===== src/rtl/jtag_mem_master.sv =====
// Memory-access engine behind the JTAG shift stage. It turns each VALID read/write strobe into
// one req/gnt/rvalid transaction, using a one-entry command slot, a timeout and sticky error flags.
module jtag_mem_master #(
  parameter int                ADDR_W   = 32,
  parameter int                DATA_W   = 32,
  parameter int                TIMEOUT  = 255,
  parameter logic [DATA_W-1:0] ERR_DATA = DATA_W'(32'hDEADBEEF)
) (
  input  logic              TCK,
  input  logic              RESET,
  input  logic              VALID,
  input  logic [1:0]        OP,
  input  logic [ADDR_W-1:0] ADDR,
  input  logic [DATA_W-1:0] TO_MEM,
  output logic [DATA_W-1:0] FROM_MEM,
  output logic              MEM_REQ,
  output logic              MEM_WE,
  output logic [ADDR_W-1:0] MEM_ADDR,
  output logic [DATA_W-1:0] MEM_WDATA,
  input  logic              MEM_GNT,
  input  logic              MEM_RVALID,
  input  logic [DATA_W-1:0] MEM_RDATA,
  input  logic              ERR_CLR,
  output logic              BUSY,
  output logic              ERR,
  output logic              OVERRUN
);

  typedef enum logic [1:0] {S_IDLE, S_REQ, S_RESP} state_t;

  typedef struct packed {
    logic              we;
    logic [ADDR_W-1:0] addr;
    logic [DATA_W-1:0] data;
  } cmd_t;

  localparam logic [15:0] TMO = 16'(TIMEOUT);

  state_t      state, state_nxt;
  logic        slot_full, slot_full_nxt;
  cmd_t        slot, slot_nxt;
  logic [15:0] cnt, cnt_nxt, cnt_inc;
  logic [16:0] cnt_sum;

  logic              drain, cmd_ok, accept, drop, done, tmo_hit;
  logic              req_nxt, we_nxt, busy_nxt, err_nxt, ovr_nxt;
  logic [ADDR_W-1:0] addr_nxt;
  logic [DATA_W-1:0] wdata_nxt, from_nxt;

  // The count is of cycles spent in REQ/RESP. It saturates so that a huge TIMEOUT can never wrap.
  assign cnt_sum = {1'b0, cnt} + 17'd1;
  assign cnt_inc = cnt_sum[16] ? 16'hFFFF : cnt_sum[15:0];

  assign drain   = (state == S_IDLE) && slot_full;
  assign cmd_ok  = VALID && (OP == 2'b01 || OP == 2'b10);
  assign accept  = cmd_ok && (!slot_full || drain);
  assign drop    = cmd_ok && !accept;
  assign done    = ((state == S_REQ) && MEM_GNT && MEM_RVALID) ||
                   ((state == S_RESP) && MEM_RVALID);
  assign tmo_hit = (state != S_IDLE) && !done && (cnt_inc >= TMO);

  // State register; every output is registered here too.
  always_ff @(posedge TCK) begin
    if (RESET) begin
      state     <= S_IDLE;
      slot_full <= 1'b0;
      slot      <= '0;
      cnt       <= '0;
      MEM_REQ   <= 1'b0;
      MEM_WE    <= 1'b0;
      MEM_ADDR  <= '0;
      MEM_WDATA <= '0;
      FROM_MEM  <= '0;
      BUSY      <= 1'b0;
      ERR       <= 1'b0;
      OVERRUN   <= 1'b0;
    end else begin
      state     <= state_nxt;
      slot_full <= slot_full_nxt;
      slot      <= slot_nxt;
      cnt       <= cnt_nxt;
      MEM_REQ   <= req_nxt;
      MEM_WE    <= we_nxt;
      MEM_ADDR  <= addr_nxt;
      MEM_WDATA <= wdata_nxt;
      FROM_MEM  <= from_nxt;
      BUSY      <= busy_nxt;
      ERR       <= err_nxt;
      OVERRUN   <= ovr_nxt;
    end
  end

  // Next state. A same-edge response outranks the timeout.
  always_comb begin
    state_nxt = state;
    case (state)
      S_IDLE: if (slot_full) state_nxt = S_REQ;
      S_REQ: begin
        if (done || tmo_hit) state_nxt = S_IDLE;
        else if (MEM_GNT)    state_nxt = S_RESP;
      end
      S_RESP: if (done || tmo_hit) state_nxt = S_IDLE;
      default: state_nxt = S_IDLE;
    endcase
  end

  // Next values for the datapath and outputs.
  always_comb begin
    slot_full_nxt = slot_full;
    slot_nxt      = slot;
    if (accept) begin
      slot_full_nxt = 1'b1;
      slot_nxt      = '{we: OP[1], addr: ADDR, data: TO_MEM};
    end else if (drain) begin
      slot_full_nxt = 1'b0;
    end

    req_nxt   = (state_nxt == S_REQ);
    we_nxt    = MEM_WE;
    addr_nxt  = MEM_ADDR;
    wdata_nxt = MEM_WDATA;
    cnt_nxt   = cnt;
    if (drain) begin
      we_nxt    = slot.we;
      addr_nxt  = slot.addr;
      wdata_nxt = slot.data;
      cnt_nxt   = '0;
    end else if (state != S_IDLE) begin
      cnt_nxt = cnt_inc;
    end

    from_nxt = FROM_MEM;
    if (done && !MEM_WE)         from_nxt = MEM_RDATA;
    else if (tmo_hit && !MEM_WE) from_nxt = ERR_DATA;

    err_nxt  = tmo_hit ? 1'b1 : (ERR_CLR ? 1'b0 : ERR);
    ovr_nxt  = drop    ? 1'b1 : (ERR_CLR ? 1'b0 : OVERRUN);
    busy_nxt = slot_full_nxt || (state_nxt != S_IDLE);
  end

endmodule


===== config.mk =====
export PLATFORM = sky130hd
export DESIGN_NAME = jtag_mem_master
export DESIGN_NICKNAME = d
export VERILOG_FILES = /design/src/rtl/jtag_mem_master.sv
export SDC_FILE = /design/constraint.sdc
export NUM_CORES = 1
export LEC_CHECK = 0
export BUFFER_PORTS_ARGS = -buffer_cell sky130_fd_sc_hd__buf_4
export CELL_PAD_IN_SITES_DETAIL_PLACEMENT = 1
export CELL_PAD_IN_SITES_GLOBAL_PLACEMENT = 2
export CORE_UTILIZATION = 26
export DETAILED_ROUTE_END_ITERATION = 8
export PLACE_DENSITY = 0.77
export SETUP_SLACK_MARGIN = 0.05
export SYNTH_ARGS = -nofsm -noshare
export SYNTH_HDL_FRONTEND = slang
export SYNTH_SLANG_ARGS = --single-unit

===== constraint.sdc =====
create_clock -name TCK -period 2.5 [get_ports TCK]
set_input_delay 0.125 -clock TCK [delete_from_list [all_inputs] [get_ports TCK]]
set_output_delay 0.125 -clock TCK [all_outputs]
set_load 0.02 [all_outputs]

==> impl_table.tex, run 1 <==
\begin{tabular}{lr}
\hline
Metric & Value \\
\hline
\multicolumn{2}{l}{\textbf{Run status}} \\
Run status & finished clean \\
\multicolumn{2}{l}{\textbf{Flow run}} \\
Number of max-cap violations & 0 \\
\multicolumn{2}{l}{\textbf{Power and ir drop}} \\
Worst ir drop on vdd & 0.447 mV \\
Relative contribution of combinational cells to total power & 0.116 \\
Sequential cell fraction of total power & 0.476 \\
Switch share & 0.270 \\
Proportion of power drawn by the clock network & 0.408 \\
Total power draw & 6.51 mW \\
Internal power contribution & 4.75 mW \\
Net switching power figure & 1.76 mW \\
Static leakage & 4.14 nW \\
Pwr dens & 611 mW/mm\^{}2 \\
\multicolumn{2}{l}{\textbf{Placed design}} \\
Routability cong. & 0.792 \\
Placed wire-length estimate after detailed placement & 14200 um \\
Port buffer count & 204 \\
\multicolumn{2}{l}{\textbf{Yosys}} \\
Top FF cell, synth & dfxtp\_1 \\
Sequential share of the synthesized area & 0.518 \\
Ys Warns & 0 \\
Post-synthesis async set-or-reset flop share & 0 \\
Post-Synthesis Mean Instance Area & 8.10 um\^{}2 \\
Syn\_nets & 987 \\
Number of distinct library cells after synthesis & 53 \\
Number of flops mapped to enable cells by yosys & 0 \\
Count of state elements after synthesis & 185 \\
Count of mapped cells out of synthesis & 882 \\
Cell area after technology mapping & 0.00715 mm\^{}2 \\
\multicolumn{2}{l}{\textbf{STA}} \\
Maximum clock frequency & 0.423 GHz \\
Final hold viol count & 0 \\
Clock skew & 0.0143 ns \\
Min Tclk post-route & 2.36 ns \\
Max-Slew Margin vs Limit & 0.479 \\
Setup total negative slack & 0 ns \\
Final Slew Violations & 0 \\
Final worst path period share & 0.945 \\
Total of endpoints with negative setup slack in the final report & 0 \\
Unrepaired setup endpoints after global routing & no \\
Pin slew with the least headroom to its limit & 0.781 ns \\
\multicolumn{2}{l}{\textbf{Floorplanning}} \\
Placeable core region & 0.0270 mm\^{}2 \\
Area enclosed by the die boundary & 0.0282 mm\^{}2 \\
Number of ports placed on the die boundary & 205 \\
Initial Utilization & 0.265 \\
Die extent in y & 168 um \\
Die width & 168 um \\
Total number of placement rows & 60 \\
\multicolumn{2}{l}{\textbf{Global route}} \\
Total global-route track usage & 0.164 \\
Met3 demand-to-capacity share in global routing & 0.0494 \\
Number of global-route vias before repair & 7109 \\
Largest net degree at the start of global routing & 128 \\
Routing usage on met2 & 0.280 \\
Met1 Usage GRT & 0.202 \\
Global route hottest layer & met2 \\
Antenna violations before repair & 1 \\
Wire length of the first global-routing pass & 37100 um \\
Total grt overflow & 0 \\
\multicolumn{2}{l}{\textbf{Routing}} \\
Via-to-Cell Ratio & 4.61 \\
Wirelength per Cell & 15.2 um \\
Routed Wire Length & 23000 um \\
First-pass iteration count of the detailed router & 4 \\
Total number of vias & 6968 \\
Violation count after the first detailed-routing iteration & 322 \\
Number of antenna-violating nets in the routed design & 0 \\
Number of remaining DRC errors & 0 \\
\multicolumn{2}{l}{\textbf{CTS}} \\
Clk buf depth & 2 \\
Skew-Pair Late Insertion Delay & 0.43 ns \\
H-tree depth & 4 \\
CTS tree & done \\
Clock sink total & 185 \\
Number of buffers inserted during clock tree synthesis & 17 \\
Cell at the root of the clock tree & clkbuf\_16 \\
Clock-pin slew reported for the worst setup and hold paths after clock tree synthesis & 0.08 ns \\
\multicolumn{2}{l}{\textbf{Worst setup path}} \\
Highest net fanout along the worst path & 12 \\
Worst-path cell chain & ha\_4 > nand4\_4 > buf\_4 > nor2\_4 > or3\_1 > a221o\_1 > o31ai\_4 > buf\_6 > clkbuf\_16 > a211oi\_2 \\
Type of the setup path with the least slack & register to register \\
Endpoint kind of the worst setup timing path & register \\
Slowest cell on crit path & or3\_1 \\
Data arrival at the endpoint of the critical path & 2.66 ns \\
Biggest cell delay along the critical path & 0.38 ns \\
Critical path required time & 2.80 ns \\
Startpoint Class & register \\
\multicolumn{2}{l}{\textbf{Finish}} \\
Most frequent cells in the layout & nand2\_1, buf\_4, dfxtp\_1 \\
Most common cell after layout, fill and taps aside & nand2\_1 \\
Fraction of final layout cells with drive strength greater than 1 & 0.266 \\
Post-layout net count & 1260 \\
Fill cell total of the finished layout & 3173 \\
Area growth from synthesis to layout & 49.2\% \\
\multicolumn{2}{l}{\textbf{Hold path}} \\
Worst hold path type & input port to register \\
\hline
\end{tabular}
sequential cells by signal, indices dropped and copies added, names as in the netlist:
name       count
slot          65
FROM_MEM      32
MEM_ADDR      32
MEM_WDATA     32
cnt           16
state          2
BUSY           1
ERR            1
MEM_REQ        1
MEM_WE         1
OVERRUN        1
slot_full      1
metal layers:
layer	vias up	share of wire
met3	9	0.057
li1	3492	-
met1	3301	0.45
met2	166	0.48
met4	0	0.0066
met5	-	0
metrics by stage:
step	hold slack [ns]	util	cells	cell area [um^2]	setup WS (ns)
after floorplan	0.204	-	882	7170	0.0802
after global placement	0.350	0.339	1386	9140	0.0559
after detailed placement	0.358	0.339	1386	9140	0.0334
after CTS	0.0000876	0.393	1506	10600	0.0840
after global routing	0.0127	0.395	1509	10700	0.0274
final	0.0259	0.395	1510	10700	0.138
path summary, 6_finish.rpt:
kind	startpoint	cells after the start	to	slack [ns]
worst max register to register	cnt[0]$_SDFFE_PP0N_	10	FROM_MEM[30]$_SDFFE_PP0P_	0.14
worst min-delay path	MEM_RDATA[5]	3	FROM_MEM[5]$_SDFFE_PP0P_	0.03
worst max-delay path	cnt[0]$_SDFFE_PP0N_	10	FROM_MEM[30]$_SDFFE_PP0P_	0.14
worst min register to register	slot[11]$_SDFFE_PP0P_	2	MEM_WDATA[11]$_SDFFE_PP0P_	0.44
cell usage after synthesis, types with 6 or more instances:
cell / instances / area [um^2]
a211oi_1: 7 / 52.6
a211oi_2: 20 / 250
a21oi_1: 146 / 731
a31oi_1: 13 / 81.3
clkbuf_1: 53 / 199
dfxtp_1: 185 / 3700
inv_1: 36 / 135
nand2_1: 282 / 1060
nand4_1: 6 / 37.5
nor2_1: 41 / 154
nor3_1: 14 / 70.1
o41ai_2: 6 / 97.6
cells by family (layout without fill, tap and decap cells):
group	count (synthesis)	in the layout	share of synthesized area
XOR/XNOR	4	4	0.00490
AO/OA/AOI/OAI	217	217	0.199
adder cells (fa/ha/maj)	1	1	0.00175
AND/OR/NAND/NOR	374	374	0.218
buffers and inverters	99	385	0.0552
other	0	1	0
multiplexers	2	2	0.00298
flip-flops	185	185	0.518
power groups by stage:
stage | clock network [mW] | registers, mW | logic, mW
global route | 2.90 | 3.11 | 0.825
floorplan | 0 | 3.20 | 0.286
finish | 2.66 | 3.10 | 0.753
detailed placement | 0 | 3.17 | 0.647
CTS | 2.79 | 3.10 | 0.761
global placement | 0 | 3.16 | 0.643
final cells by class:
cell class              instances  area, um^2  share of cell area
clock inverters                13         125              0.0117
multi-input cells             598        3110               0.291
flip-flops and latches        185        3710               0.348
diodes                          1        2.50            0.000235
well taps                     341         427              0.0400
repair buffers                316        2710               0.254
inverters                      37         139              0.0130
clock buffers                  19         443              0.0416
worst max-delay path: cells and delay by family, from the launching register on:
family,cells,cell delay [ns]
adder cells (fa/ha/maj),1,0.19
AO/OA/AOI/OAI,3,0.63
buffers and inverters,3,0.50
AND/OR/NAND/NOR,3,0.54
flip-flops,1,0.36
timing repair:
action	CTS	global route
cloned	0	1
pin swaps	0	3
resized for setup	2	8
endpoints found under the hold margin	88	0
endpoints found under the setup margin	27	34
hold buffers	88	0
setup buffers	0	2
(Power assumes the default switching activity.)
==> run 2: changes to the inputs <==
--- a/config.mk
+++ b/config.mk
@@ -11,6 +11,7 @@
 export CORE_UTILIZATION = 26
 export DETAILED_ROUTE_END_ITERATION = 8
 export PLACE_DENSITY = 0.77
+export RECOVER_POWER = 100
 export SETUP_SLACK_MARGIN = 0.05
 export SYNTH_ARGS = -nofsm -noshare
 export SYNTH_HDL_FRONTEND = slang
==> impl_table.tex, run 2 (synthesis results as in run 1) <==
\begin{tabular}{lr}
\hline
Metric & Value \\
\hline
\multicolumn{2}{l}{\textbf{Run status}} \\
Run status & finished, violations left \\
Violations in the final reports & negative hold slack \\
\multicolumn{2}{l}{\textbf{Worst setup path}} \\
Highest net fanout along the worst path & 12 \\
Critical path required time & 2.79 ns \\
Worst path depth & 10 \\
Cell depth of the worst flop-to-flop path & 10 \\
Startpoint of the worst-slack reg-to-reg timing path & cnt[0]\$\_SDFFE\_PP0N\_ \\
Worst-path cell chain & ha\_4 > nand4\_4 > buf\_4 > nor2\_4 > or3\_1 > a221o\_1 > o31ai\_4 > buf\_6 > clkbuf\_16 > a211oi\_1 \\
Slowest cell on crit path & or3\_1 \\
Startpoint Class & register \\
Biggest cell delay along the critical path & 0.38 ns \\
Reg2reg setup slack & 0.16 ns \\
Data arrival at the endpoint of the critical path & 2.63 ns \\
Worst path top cell family by delay & compound AO/OA/AOI/OAI gates \\
Endpoint kind of the worst setup timing path & register \\
Type of the setup path with the least slack & register to register \\
Worst r2r dst & FROM\_MEM[27]\$\_SDFFE\_PP0P\_ \\
Count of buffering cells on the critical path with inverters included & 3 \\
\multicolumn{2}{l}{\textbf{Routing}} \\
Number of remaining DRC errors & 0 \\
Via-to-Cell Ratio & 4.59 \\
Total number of vias & 6934 \\
Routed Wire Length & 23200 um \\
Number of antenna-violating nets in the routed design & 0 \\
Violation count after the first detailed-routing iteration & 347 \\
First-pass iteration count of the detailed router & 4 \\
Wirelength per Cell & 15.4 um \\
\multicolumn{2}{l}{\textbf{STA}} \\
Final hold viol count & 1 \\
Worst slack on hold paths & -0.00189 ns \\
Unrepaired setup endpoints after global routing & no \\
Least setup slack across all paths after layout & 0.159 ns \\
Pin slew with the least headroom to its limit & 0.864 ns \\
Clock skew & 0.0151 ns \\
Maximum clock frequency & 0.427 GHz \\
Final worst path period share & 0.936 \\
Total of endpoints with negative setup slack in the final report & 0 \\
Setup total negative slack & 0 ns \\
Final Slew Violations & 0 \\
Min Tclk post-route & 2.34 ns \\
Max-Slew Margin vs Limit & 0.424 \\
\multicolumn{2}{l}{\textbf{Floorplanning}} \\
Die extent in y & 168 um \\
Die width & 168 um \\
Area enclosed by the die boundary & 0.0282 mm\^{}2 \\
Initial Utilization & 0.265 \\
Total number of placement rows & 60 \\
Placeable core region & 0.0270 mm\^{}2 \\
Number of ports placed on the die boundary & 205 \\
\multicolumn{2}{l}{\textbf{Hold path}} \\
Hold Crit Endpoint & FROM\_MEM[12]\$\_SDFFE\_PP0P\_ \\
Worst hold path type & input port to register \\
Hold Crit Start & MEM\_RDATA[12] \\
Number of cells traversed by the worst hold path & 3 \\
\multicolumn{2}{l}{\textbf{Finish}} \\
Flip-flop count of the largest register after layout & 65 \\
Most frequent cells in the layout & nand2\_1, dfxtp\_1, a21oi\_1 \\
Area growth from synthesis to layout & 41.6\% \\
Register with the highest flop count & slot \\
Most common cell after layout, fill and taps aside & nand2\_1 \\
Post-layout net count & 1260 \\
Fraction of final layout cells with drive strength greater than 1 & 0.158 \\
\multicolumn{2}{l}{\textbf{Placed design}} \\
Port buffer count & 204 \\
Routability cong. & 0.792 \\
Placed wire-length estimate after detailed placement & 14200 um \\
Minimum setup slack after placement & 0.0334 ns \\
\multicolumn{2}{l}{\textbf{CTS}} \\
Clock sink total & 185 \\
Number of buffers inserted during clock tree synthesis & 17 \\
CTS tree & done \\
Clock-pin slew reported for the worst setup and hold paths after clock tree synthesis & 0.08 ns \\
Clk buf depth & 2 \\
H-tree depth & 4 \\
Skew-Pair Late Insertion Delay & 0.43 ns \\
Cell at the root of the clock tree & clkbuf\_16 \\
\multicolumn{2}{l}{\textbf{Global route}} \\
Number of global-route vias before repair & 7109 \\
Largest net degree at the start of global routing & 128 \\
Total grt overflow & 0 \\
Wire length of the first global-routing pass & 37100 um \\
Total global-route track usage & 0.164 \\
Antenna violations before repair & 1 \\
\multicolumn{2}{l}{\textbf{Power and ir drop}} \\
Pwr dens & 639 mW/mm\^{}2 \\
Static leakage & 3.64 nW \\
Worst ir drop on vdd & 0.444 mV \\
\multicolumn{2}{l}{\textbf{Flow run}} \\
Number of max-cap violations & 0 \\
\hline
\end{tabular}
[run 2: changes by cell type in the layout (fill, tap and decap cells not counted)]
cell      before  now
buf_4        218  115
clkbuf_1       1  104
a211oi_1       7   25
a211oi_2      20    2
o41ai_1        1    6
o41ai_2        7    2
and2_0         0    2
buf_12         7    5
clkbuf_4       0    2
and2_1         4    3
and2_2         1    0
[run 2: how the worst max path moves through the flow]
stage	endpoint	start	slack, ns
2_1_floorplan	FROM_MEM[10]$_SDFFE_PP0P_	cnt[0]$_SDFFE_PP0N_	0.08
3_3_place_gp	FROM_MEM[1]$_SDFFE_PP0P_	cnt[0]$_SDFFE_PP0N_	0.06
3_5_place_dp	FROM_MEM[4]$_SDFFE_PP0P_	cnt[0]$_SDFFE_PP0N_	0.03
4_1_cts	FROM_MEM[4]$_SDFFE_PP0P_	cnt[0]$_SDFFE_PP0N_	0.08
5_1_grt	FROM_MEM[24]$_SDFFE_PP0P_	cnt[1]$_SDFFE_PP0N_	0.04
6_report	FROM_MEM[27]$_SDFFE_PP0P_	cnt[0]$_SDFFE_PP0N_	0.16
[run 2: layout make-up]
cell class                      count  area, um^2
Multi-Input combinational cell    598        2980
Fill cell                        3240       16800
Timing Repair Buffer              316        2290
Clock buffer                       19         443
Clock inverter                     13         125
Sequential cell                   185        3710
Tap cell                          341         427
Antenna cell                        1        2.50
Inverter                           37         139
[run 2: stage by stage]
step	power (mW)	cell area [um^2]	utilization	instances	hold slack, ns
floorplan	3.49	7170	-	882	0.204
global placement	3.81	9140	0.339	1386	0.350
detailed placement	3.81	9140	0.339	1386	0.358
CTS	6.65	10600	0.393	1506	0.0000876
global route	6.79	10100	0.375	1509	-0.0142
finish	6.46	10100	0.375	1510	-0.00189
[run 2: metal layers]
| layer | vias up | share of wire | global-route usage | wire length [um] |
|---|---|---|---|---|
| met4 | 0 | 0.0085 | 0.0339 | 198 |
| met1 | 3274 | 0.45 | 0.202 | 10500 |
| met3 | 11 | 0.055 | 0.0494 | 1270 |
| met5 | - | 0 | 0 | 0 |
| li1 | 3493 | - | - | - |
| met2 | 156 | 0.48 | 0.280 | 11200 |
[run 2: timing repair]
item,CTS,global route
pin swaps,0,3
cloned,0,1
gates resized for setup,2,8
hold buffers,88,0
hold endpoints to repair,88,0
setup buffers,0,2
endpoints found under the setup margin,27,34
[run 2: worst min-delay path, delay by kind of cell]
| family | cells | cell delay, ns |
|---|---|---|
| buffers and inverters | 1 | 0.11 |
| AND/OR/NAND/NOR | 1 | 0.09 |
| AO/OA/AOI/OAI | 1 | 0.05 |
[run 2: power by group]
part | switching [mW] | internal (mW) | leakage (nW) | total [mW]
sequential | 0.0531 | 3.05 | 1.50 | 3.10
clock | 1.31 | 1.35 | 0.282 | 2.66
combinational | 0.389 | 0.316 | 1.86 | 0.705
==> run 3: changes to the inputs <==
--- a/config.mk
+++ b/config.mk
@@ -10,6 +10,7 @@
 export CELL_PAD_IN_SITES_GLOBAL_PLACEMENT = 2
 export CORE_UTILIZATION = 26
 export DETAILED_ROUTE_END_ITERATION = 8
+export HOLD_SLACK_MARGIN = 0.15
 export PLACE_DENSITY = 0.77
 export RECOVER_POWER = 100
 export SETUP_SLACK_MARGIN = 0.05
==> impl_table.tex, run 3 (synthesis results as in run 1) <==
\begin{tabular}{lr}
\hline
Metric & Value \\
\hline
\multicolumn{2}{l}{\textbf{CTS}} \\
H-tree depth & 4 \\
Clk buf depth & 2 \\
Clock-pin slew reported for the worst setup and hold paths after clock tree synthesis & 0.08 ns \\
Clock sink total & 185 \\
Number of buffers inserted during clock tree synthesis & 17 \\
CTS tree & done \\
Skew-Pair Late Insertion Delay & 0.43 ns \\
Cell at the root of the clock tree & clkbuf\_16 \\
\multicolumn{2}{l}{\textbf{Flow run}} \\
Number of max-cap violations & 0 \\
\multicolumn{2}{l}{\textbf{Finish}} \\
Post-layout net count & 1288 \\
Fraction of final layout cells with drive strength greater than 1 & 0.153 \\
Most common cell after layout, fill and taps aside & nand2\_1 \\
End-of-flow core utilization & 0.386 \\
Flip-flop count of the largest register after layout & 65 \\
Most frequent cells in the layout & nand2\_1, dfxtp\_1, a21oi\_1 \\
Register with the highest flop count & slot \\
Area growth from synthesis to layout & 45.7\% \\
\multicolumn{2}{l}{\textbf{Worst setup path}} \\
Slowest cell on crit path & or3\_1 \\
Data arrival at the endpoint of the critical path & 2.63 ns \\
Startpoint of the worst-slack reg-to-reg timing path & cnt[0]\$\_SDFFE\_PP0N\_ \\
Worst-path cell chain & ha\_4 > nand4\_4 > buf\_4 > nor2\_4 > or3\_1 > a221o\_1 > o31ai\_4 > buf\_6 > clkbuf\_16 > a211oi\_1 \\
Critical path required time & 2.78 ns \\
Type of the setup path with the least slack & register to register \\
Cell depth of the worst flop-to-flop path & 10 \\
Startpoint Class & register \\
Biggest cell delay along the critical path & 0.38 ns \\
Worst r2r dst & FROM\_MEM[6]\$\_SDFFE\_PP0P\_ \\
Reg2reg setup slack & 0.14 ns \\
Highest net fanout along the worst path & 12 \\
Endpoint kind of the worst setup timing path & register \\
\multicolumn{2}{l}{\textbf{Global route}} \\
Total grt overflow & 0 \\
Wire length of the first global-routing pass & 38000 um \\
Number of global-route vias before repair & 7325 \\
Antenna violations before repair & 1 \\
Total global-route track usage & 0.167 \\
Largest net degree at the start of global routing & 128 \\
\multicolumn{2}{l}{\textbf{STA}} \\
Clock skew & 0.0142 ns \\
Total of endpoints with negative setup slack in the final report & 0 \\
Max-Slew Margin vs Limit & 0.526 \\
Maximum clock frequency & 0.425 GHz \\
Final worst path period share & 0.942 \\
Pin slew with the least headroom to its limit & 0.711 ns \\
Final hold viol count & 0 \\
Setup total negative slack & 0 ns \\
Unrepaired setup endpoints after global routing & no \\
Min Tclk post-route & 2.36 ns \\
Final Slew Violations & 0 \\
\multicolumn{2}{l}{\textbf{Floorplanning}} \\
Die extent in y & 168 um \\
Number of ports placed on the die boundary & 205 \\
Area enclosed by the die boundary & 0.0282 mm\^{}2 \\
Total number of placement rows & 60 \\
Placeable core region & 0.0270 mm\^{}2 \\
Initial Utilization & 0.265 \\
Die width & 168 um \\
\multicolumn{2}{l}{\textbf{Hold path}} \\
Number of cells traversed by the worst hold path & 5 \\
Hold Crit Endpoint & BUSY\$\_SDFF\_PP0\_ \\
Hold Crit Start & OP[0] \\
Worst hold path type & input port to register \\
\multicolumn{2}{l}{\textbf{Run status}} \\
Run status & finished clean \\
\multicolumn{2}{l}{\textbf{Power and ir drop}} \\
Static leakage & 3.79 nW \\
Worst ir drop on vdd & 0.444 mV \\
Pwr dens & 625 mW/mm\^{}2 \\
\multicolumn{2}{l}{\textbf{Placed design}} \\
Port buffer count & 204 \\
Placed wire-length estimate after detailed placement & 14200 um \\
Routability cong. & 0.792 \\
\multicolumn{2}{l}{\textbf{Routing}} \\
Routed Wire Length & 23600 um \\
Violation count after the first detailed-routing iteration & 308 \\
Number of antenna-violating nets in the routed design & 0 \\
First-pass iteration count of the detailed router & 4 \\
Wirelength per Cell & 15.3 um \\
Via-to-Cell Ratio & 4.58 \\
Number of remaining DRC errors & 0 \\
Total number of vias & 7048 \\
\hline
\end{tabular}
## run 3: worst max path at each step
stage	startpoint	end	slack, ns
after floorplan	cnt[0]$_SDFFE_PP0N_	FROM_MEM[10]$_SDFFE_PP0P_	0.08
after global placement	cnt[0]$_SDFFE_PP0N_	FROM_MEM[1]$_SDFFE_PP0P_	0.06
after detailed placement	cnt[0]$_SDFFE_PP0N_	FROM_MEM[4]$_SDFFE_PP0P_	0.03
after CTS	cnt[0]$_SDFFE_PP0N_	FROM_MEM[4]$_SDFFE_PP0P_	0.08
after global routing	cnt[1]$_SDFFE_PP0N_	FROM_MEM[6]$_SDFFE_PP0P_	0.06
final	cnt[0]$_SDFFE_PP0N_	FROM_MEM[6]$_SDFFE_PP0P_	0.14
## run 3: area by class of cell
class	instances	area (um^2)
flip-flops and latches	185	3710
inverters	37	139
diodes	1	2.50
well taps	341	427
clock buffers	19	443
clock inverters	13	125
fillers	3230	16500
multi-input cells	598	2980
repair buffers	344	2580
## run 3: per-layer routing
layer  track usage  share of wire
met5             0              0
met4        0.0339         0.0084
met3        0.0505          0.054
met2         0.291           0.49
met1         0.204           0.45
## run 3: worst max-delay path: cells and delay by family (launching register included)
family	cells	cell delay, ns
AOI/OAI and AO/OA	3	0.63
and+or+nand+nor	3	0.54
buffers and inverters	3	0.49
DFF	1	0.36
adders and majority gates	1	0.19
## run 3: report_power, final
| part | internal, mW | switching [mW] | total, mW |
|---|---|---|---|
| clock network | 1.35 | 1.31 | 2.66 |
| logic | 0.348 | 0.398 | 0.746 |
| registers | 3.05 | 0.0534 | 3.10 |
## run 3: what timing repair did
action / CTS / global route
pin swaps: 0 / 3
setup buffers: 0 / 2
endpoints found under the hold margin: 117 / 0
setup endpoints to repair: 27 / 44
gates cloned: 0 / 1
resized for setup: 2 / 9
hold buffers: 116 / 0
## run 3: stage by stage
| step | instances | hold WS (ns) | setup slack (ns) | instance area (um^2) | power (mW) |
|---|---|---|---|---|---|
| 2_1_floorplan | 882 | 0.204 | 0.0802 | 7170 | 3.49 |
| 6_report | 1538 | 0.342 | 0.145 | 10400 | 6.51 |
| 3_3_place_gp | 1386 | 0.350 | 0.0559 | 9140 | 3.81 |
| 5_1_grt | 1537 | 0.391 | 0.0572 | 10400 | 6.83 |
| 3_5_place_dp | 1386 | 0.358 | 0.0334 | 9140 | 3.81 |
| 4_1_cts | 1534 | 0.348 | 0.0840 | 10900 | 6.69 |
